**src/rtl/zle_enc_if.sv**
```systemverilog
// Stream bundle for the zero run-length encoder: input word stream and output token stream.
// Ports (signals):
//   i_d, i_eos, i_valid, i_ready : input stream (producer -> encoder)
//   o_d, o_eos, o_valid, o_ready : output token stream (encoder -> packer)
// Modports:
//   master : producer/consumer side (drives inputs and o_ready)
//   slave  : encoder side
interface zle_enc_if #(
  parameter int unsigned DW = 3,
  parameter int unsigned CW = 4
);
  localparam int unsigned OW = ((DW > CW) ? DW : CW) + 1;

  logic [DW-1:0] i_d;
  logic          i_eos;
  logic          i_valid;
  logic          i_ready;
  logic [OW-1:0] o_d;
  logic          o_eos;
  logic          o_valid;
  logic          o_ready;

  modport master (
    output i_d, i_eos, i_valid, o_ready,
    input  i_ready, o_d, o_eos, o_valid
  );

  modport slave (
    input  i_d, i_eos, i_valid, o_ready,
    output i_ready, o_d, o_eos, o_valid
  );
endinterface

```
**src/rtl/zle_enc_param.sv**
```systemverilog
// Parametrised zero run-length encoder with end-of-stream flush.
// Nonzero words pass as literal tokens {0, word}; runs of zero words collapse into a single
// run token {1, length}, length 1..2**CW-1. A run is flushed on i_eos so nothing is lost.
// Ports:
//   clock       : single clock, rising edge
//   reset       : synchronous, active-high
//   bus (slave) : i_d/i_eos/i_valid/i_ready input stream, o_d/o_eos/o_valid/o_ready tokens
//   stat_zeros  : (ZLE_ENC_STATS_EN only) zero words accepted, saturating
//   stat_tokens : (ZLE_ENC_STATS_EN only) output transfers, saturating
// Optional feature macro: ZLE_ENC_STATS_EN
module zle_enc_param #(
  parameter int unsigned DW = 3,
  parameter int unsigned CW = 4
) (
  input  logic        clock,
  input  logic        reset,
  zle_enc_if.slave    bus
`ifdef ZLE_ENC_STATS_EN
  ,
  output logic [15:0] stat_zeros,
  output logic [15:0] stat_tokens
`endif
);

  localparam int unsigned OW = ((DW > CW) ? DW : CW) + 1;
  localparam logic [CW-1:0] MaxRun = '1;

  typedef enum logic [1:0] {StIdle, StRun, StPend} state_e;

  state_e        state_q, state_d;
  logic [CW-1:0] cnt_q, cnt_d;
  logic [DW-1:0] pend_d_q, pend_d_d;
  logic          pend_eos_q, pend_eos_d;
  logic [OW-1:0] o_d_q;
  logic          o_eos_q, o_valid_q;

  logic          slot_free, accept, word_zero;
  logic          emit, emit_eos;
  logic [OW-1:0] emit_tok;
  logic [CW-1:0] cnt_inc;

  function automatic logic [OW-1:0] lit_tok(input logic [DW-1:0] w);
    logic [OW-1:0] t;
    t = '0;
    t[DW-1:0] = w;
    return t;
  endfunction

  function automatic logic [OW-1:0] run_tok(input logic [CW-1:0] len);
    logic [OW-1:0] t;
    t = '0;
    t[OW-1] = 1'b1;
    t[CW-1:0] = len;
    return t;
  endfunction

  assign slot_free   = !o_valid_q || bus.o_ready;
  assign bus.i_ready = !reset && (state_q != StPend) && slot_free;
  assign accept      = bus.i_valid && bus.i_ready;
  assign word_zero   = (bus.i_d == '0);
  // cnt_q stays below MaxRun while in StRun, so this never wraps.
  assign cnt_inc     = cnt_q + 1'b1;

  always_comb begin
    state_d    = state_q;
    cnt_d      = cnt_q;
    pend_d_d   = pend_d_q;
    pend_eos_d = pend_eos_q;
    emit       = 1'b0;
    emit_eos   = 1'b0;
    emit_tok   = '0;
    unique case (state_q)
      StIdle: begin
        if (accept) begin
          if (!word_zero) begin
            emit     = 1'b1;
            emit_tok = lit_tok(bus.i_d);
            emit_eos = bus.i_eos;
          end else if (bus.i_eos) begin
            emit     = 1'b1;
            emit_tok = run_tok({{(CW-1){1'b0}}, 1'b1});
            emit_eos = 1'b1;
          end else begin
            cnt_d   = {{(CW-1){1'b0}}, 1'b1};
            state_d = StRun;
          end
        end
      end
      StRun: begin
        if (accept) begin
          if (word_zero) begin
            if (bus.i_eos || (cnt_inc == MaxRun)) begin
              emit     = 1'b1;
              emit_tok = run_tok(cnt_inc);
              emit_eos = bus.i_eos;
              cnt_d    = '0;
              state_d  = StIdle;
            end else begin
              cnt_d = cnt_inc;
            end
          end else begin
            // Close the run now; the literal waits one cycle for the slot.
            emit       = 1'b1;
            emit_tok   = run_tok(cnt_q);
            emit_eos   = 1'b0;
            pend_d_d   = bus.i_d;
            pend_eos_d = bus.i_eos;
            cnt_d      = '0;
            state_d    = StPend;
          end
        end
      end
      StPend: begin
        if (slot_free) begin
          emit     = 1'b1;
          emit_tok = lit_tok(pend_d_q);
          emit_eos = pend_eos_q;
          state_d  = StIdle;
        end
      end
      default: state_d = StIdle;
    endcase
  end

  always_ff @(posedge clock) begin
    if (reset) begin
      state_q    <= StIdle;
      cnt_q      <= '0;
      pend_d_q   <= '0;
      pend_eos_q <= 1'b0;
    end else begin
      state_q    <= state_d;
      cnt_q      <= cnt_d;
      pend_d_q   <= pend_d_d;
      pend_eos_q <= pend_eos_d;
    end
  end

  // Single output slot; emit only happens when slot_free, so a drain and a new token
  // can share one cycle.
  always_ff @(posedge clock) begin
    if (reset) begin
      o_d_q     <= '0;
      o_eos_q   <= 1'b0;
      o_valid_q <= 1'b0;
    end else if (emit) begin
      o_d_q     <= emit_tok;
      o_eos_q   <= emit_eos;
      o_valid_q <= 1'b1;
    end else if (bus.o_ready) begin
      o_valid_q <= 1'b0;
    end
  end

  assign bus.o_d     = o_d_q;
  assign bus.o_eos   = o_eos_q;
  assign bus.o_valid = o_valid_q;

`ifdef ZLE_ENC_STATS_EN
  logic [15:0] stat_zeros_q, stat_tokens_q;

  always_ff @(posedge clock) begin
    if (reset) begin
      stat_zeros_q  <= '0;
      stat_tokens_q <= '0;
    end else begin
      if (accept && word_zero && (stat_zeros_q != 16'hFFFF)) begin
        stat_zeros_q <= stat_zeros_q + 16'd1;
      end
      if (o_valid_q && bus.o_ready && (stat_tokens_q != 16'hFFFF)) begin
        stat_tokens_q <= stat_tokens_q + 16'd1;
      end
    end
  end

  assign stat_zeros  = stat_zeros_q;
  assign stat_tokens = stat_tokens_q;
`endif

endmodule

```
**src/flat_wrapper.sv**
```systemverilog
// flat-port wrapper written by rule: the top's interface ports become plain ports
module zle_enc_param_flat 
#(
  parameter int unsigned DW = 3,
  parameter int unsigned CW = 4
)
  (clock, reset, bus_i_d, bus_i_eos, bus_i_valid, bus_o_ready, bus_i_ready, bus_o_d, bus_o_eos, bus_o_valid);
  zle_enc_if #(.DW(DW), .CW(CW)) bus_i ();
  input  logic clock;
  input  logic reset;
  input wire logic [$bits(bus_i.i_d)-1:0] bus_i_d;
  input wire logic [$bits(bus_i.i_eos)-1:0] bus_i_eos;
  input wire logic [$bits(bus_i.i_valid)-1:0] bus_i_valid;
  input wire logic [$bits(bus_i.o_ready)-1:0] bus_o_ready;
  output wire logic [$bits(bus_i.i_ready)-1:0] bus_i_ready;
  output wire logic [$bits(bus_i.o_d)-1:0] bus_o_d;
  output wire logic [$bits(bus_i.o_eos)-1:0] bus_o_eos;
  output wire logic [$bits(bus_i.o_valid)-1:0] bus_o_valid;
  assign bus_i.i_d = bus_i_d;
  assign bus_i.i_eos = bus_i_eos;
  assign bus_i.i_valid = bus_i_valid;
  assign bus_i.o_ready = bus_o_ready;
  assign bus_i_ready = bus_i.i_ready;
  assign bus_o_d = bus_i.o_d;
  assign bus_o_eos = bus_i.o_eos;
  assign bus_o_valid = bus_i.o_valid;
  zle_enc_param #(.DW(DW), .CW(CW)) u_core (.clock(clock), .reset(reset), .bus(bus_i));
endmodule
```
**config.mk**
```make
export PLATFORM = sky130hd
export DESIGN_NAME = zle_enc_param_flat
export DESIGN_NICKNAME = d
export VERILOG_FILES = /design/src/rtl/zle_enc_if.sv /design/src/rtl/zle_enc_param.sv /design/src/flat_wrapper.sv
export SDC_FILE = /design/constraint.sdc
export NUM_CORES = 1
export LEC_CHECK = 0
export BUFFER_PORTS_ARGS = -buffer_cell sky130_fd_sc_hd__buf_2
export CORE_ASPECT_RATIO = 1.25
export CORE_MARGIN = 1.5
export CORE_UTILIZATION = 50
export DETAILED_ROUTE_END_ITERATION = 10
export PLACE_DENSITY = 0.7
export SYNTH_ARGS = -nofsm -noshare
export SYNTH_HDL_FRONTEND = slang
export SYNTH_SLANG_ARGS = --single-unit
```
**constraint.sdc**
```tcl
create_clock -name clock -period 1.8 [get_ports clock]
set_input_delay 0 -clock clock [delete_from_list [all_inputs] [get_ports clock]]
set_output_delay 0 -clock clock [all_outputs]
set_load 0.02 [all_outputs]
```
==> impl_results.md <==
- DR iter-0 viols: 25
- # DRC: 0
- Vias in the first global route: 1013
- HPWL Detailed: 2.05 mm
- Post-DR wirelength/cell: between 10 and 15 um
- Outcome: complete, no violations
- Power per cell area: 557 nW/um2
- Initial antenna violation count: 0
- Height of the die: ~55 um
- Pins Over Slew Limit: 0
- Worst slew pin tran: 371 ps
- Overall Power: between 0.7 and 0.8 mW
- Kind of critical path: register to register
- Hold/Removal Path Class: primary input to register
- Arrival @ worst endpoint: between 1500 and 2000 ps
- Finished Cell Area: around 1300 um2
- #FFs+latches synth: 17
- Placer Congestion: 0.938
- Max Clk Rate: a little under 600 MHz
- Post-synth top area cell: dfxtp_1
- GR Util All Layers: 24.0%
- Setup TNS: 0 ps
- Post-Layout Cell Count: approximately 180
- Count leader, synth: nand2_1
- Share of cells above drive strength 1: 25.5%
- Detailed-route via count: 1089
- Async S/R FF share, synth: 0%
- Final hold viol count: 0
- Top delay family on crit path: compound AO/OA/AOI/OAI gates
- Pre-CTS setup slack: -12.5 ps
- NumNets Final: 168
- Antenna diode count: 0
- Root Driver: clkbuf_4
- Register area share after synthesis: 31.0%
- Post-synth EDFFs: 0
- DIE AREA: 2490 um2
- Syn Nets: 145
- Clock Sinks: 17
- Crit path max-delay cell type: dfxtp_1
- Synth Instances: 135
- TritonCTS clock tree: yes
- Initial Utilization: 54.2%
- Crit-path max cell delay: 370 ps
- Placed cell area: 1200 um2
- I/O pins: 16
- Largest cells by area after synthesis: dfxtp_1 (31%), nand2_1 (6.2%), a21oi_1 (4.1%)
- CP cell instances: inv_1, ha_1, and4b_2, a21oi_1, o21ai_1, a41oi_1, o22ai_1
- Max-slew headroom: around 75%
- Unrepaired setup endpoints after global routing: yes
- Setup Buffers After CTS: 0
- Total of max-cap violations: 0
- Global-route wire length before repair: around 4.5 mm
- Critical Path RT: 1980 ps
- Synth warn: 0
- Max clock buf depth: 2
- Final Skew: 6.57 ps
- CP max FO: 3
- CTS Buf Count: 3
- Width of the die: 44.9 um
- Leak pwr: roughly 0.48 nW
- Avg Synthesized Cell Area: 8.14 um2
- Peak VDD IR: 0.515 mV
- Synthesis-to-layout area growth: 14.6%
- Site Rows: 18
- Clk pin slew, worst setup/hold paths: 110 ps
- Commonest cells in the netlist: nand2_1 (18), dfxtp_1 (17), a21oi_1 (9)
- Final setup fails: 0
- Final period utilization: 96.0%
- Top cell type's share of synthesized area: around 31%
- Worst Setup Start Kind: register
- Final worst slack: 72.3 ps
- H-tree depth: 1
- Pre-antenna DRT Iters: 4
- Internal reg-to-reg setup slack: roughly 72 ps
- Buf/Inv on CP: 1
- Library cells used by synthesis: 50
- Worst skew pair latency: 300 ps
- Vias per std cell: 6.15
- Area of the mapped netlist: 1100 um2
- Wirelength, routed: 2.65 mm
- Min Tclk post-route: 1730 ps
- Top_reg_cell synth: dfxtp_1
- DRT antenna net count: 0
- Remaining global-route overflow: 0
- Core Area: a little over 2000 um2
- I/O Buffers: 15
- Critical path capture point type: register
- Largest net degree at the start of global routing: 17
- Dpl cells: 171
## routing by layer
| layer | routed length (um) | GRT usage (%) |
|---|---|---|
| met4 | 44 | 13.0 |
| met3 | 166 | 4.58 |
| met2 | 1310 | 35.1 |
| met5 | 0 | 0 |
| met1 | 1130 | 32.2 |
## logic make-up (layout without fill, tap and decap cells)
kind of cell             Yosys count  after routing  synth area share [%]
AO/OA/AOI/OAI                     50             50                  32.5
AND/OR/NAND/NOR                   50             50                  25.1
flip-flops                        17             17                  31.0
buffers and inverters             15             37                  8.43
adder cells (fa/ha/maj)            2              2                  2.28
XOR/XNOR                           1              1                 0.797
## metrics by stage
step	util [%]	hold slack (ps)
final	62.1	11.3
after detailed placement	59.4	310
after global placement	59.4	303
after global routing	62.1	7.35
after CTS	61.7	1.56
after floorplan	-	134
## state kept, by name, summed over array words and instances, names as in the netlist
signal and cells:
u_core.cnt_q 4, u_core.state_q 2, u_core.bus.o_valid 1, u_core.pend_d_q 3
u_core.bus.o_d 5, u_core.bus.o_eos 1, u_core.pend_eos_q 1
## cells in the final DEF (no fill, tap or decap), types with 3 or more instances in the layout
cell       n
nor2b_1    3
dfxtp_1   17
o21a_1     4
buf_2     15
nand2_1   18
o21ai_0    4
a21oi_1    9
o22ai_1    4
buf_4     10
nor2_1     7
a31oi_1    5
clkbuf_4   3
nand3_1    5
inv_1      6
a32oi_1    3
## power breakdown
group	switching [mW]	internal [mW]	total, mW
Clock	0.131	0.0830	0.214
Combinational	0.0615	0.0373	0.0988
Sequential	0.00441	0.383	0.388
Total	0.197	0.504	0.701
## what timing repair did
item,CTS,global route
resized for setup,0,2
hold buffers,2,0
pin swaps,2,0
endpoints found under the setup margin,2,2
endpoints found under the hold margin,2,0
## cell type report
type | count | area [um2]
Clock buffer | 3 | 22.5
Clock inverter | 1 | 5.00
Fill cell | 193 | 768
Inverter | 6 | 22.5
Multi-Input combinational cell | 103 | 673
Sequential cell | 17 | 340
Tap cell | 20 | 25.0
Timing Repair Buffer | 27 | 170
## worst min-delay path, cell delays in order
cell and delay [ps]:
buf_2 90, nor2b_1 60, nand2_1 60, a21oi_1 50
## final timing paths
| check | startpoint | endpoint | cells after the start |
|---|---|---|---|
| setup / recovery | u_core.cnt_q[0] | u_core.bus.o_d[1] | 7 |
| hold / removal | bus_o_ready | u_core.state_q[1] | 4 |
| hold reg to reg | u_core.bus.o_d[4] | u_core.bus.o_d[4] | 2 |
| setup reg to reg | u_core.cnt_q[0] | u_core.bus.o_d[1] | 7 |
Power figures use the tool's default switching activity.
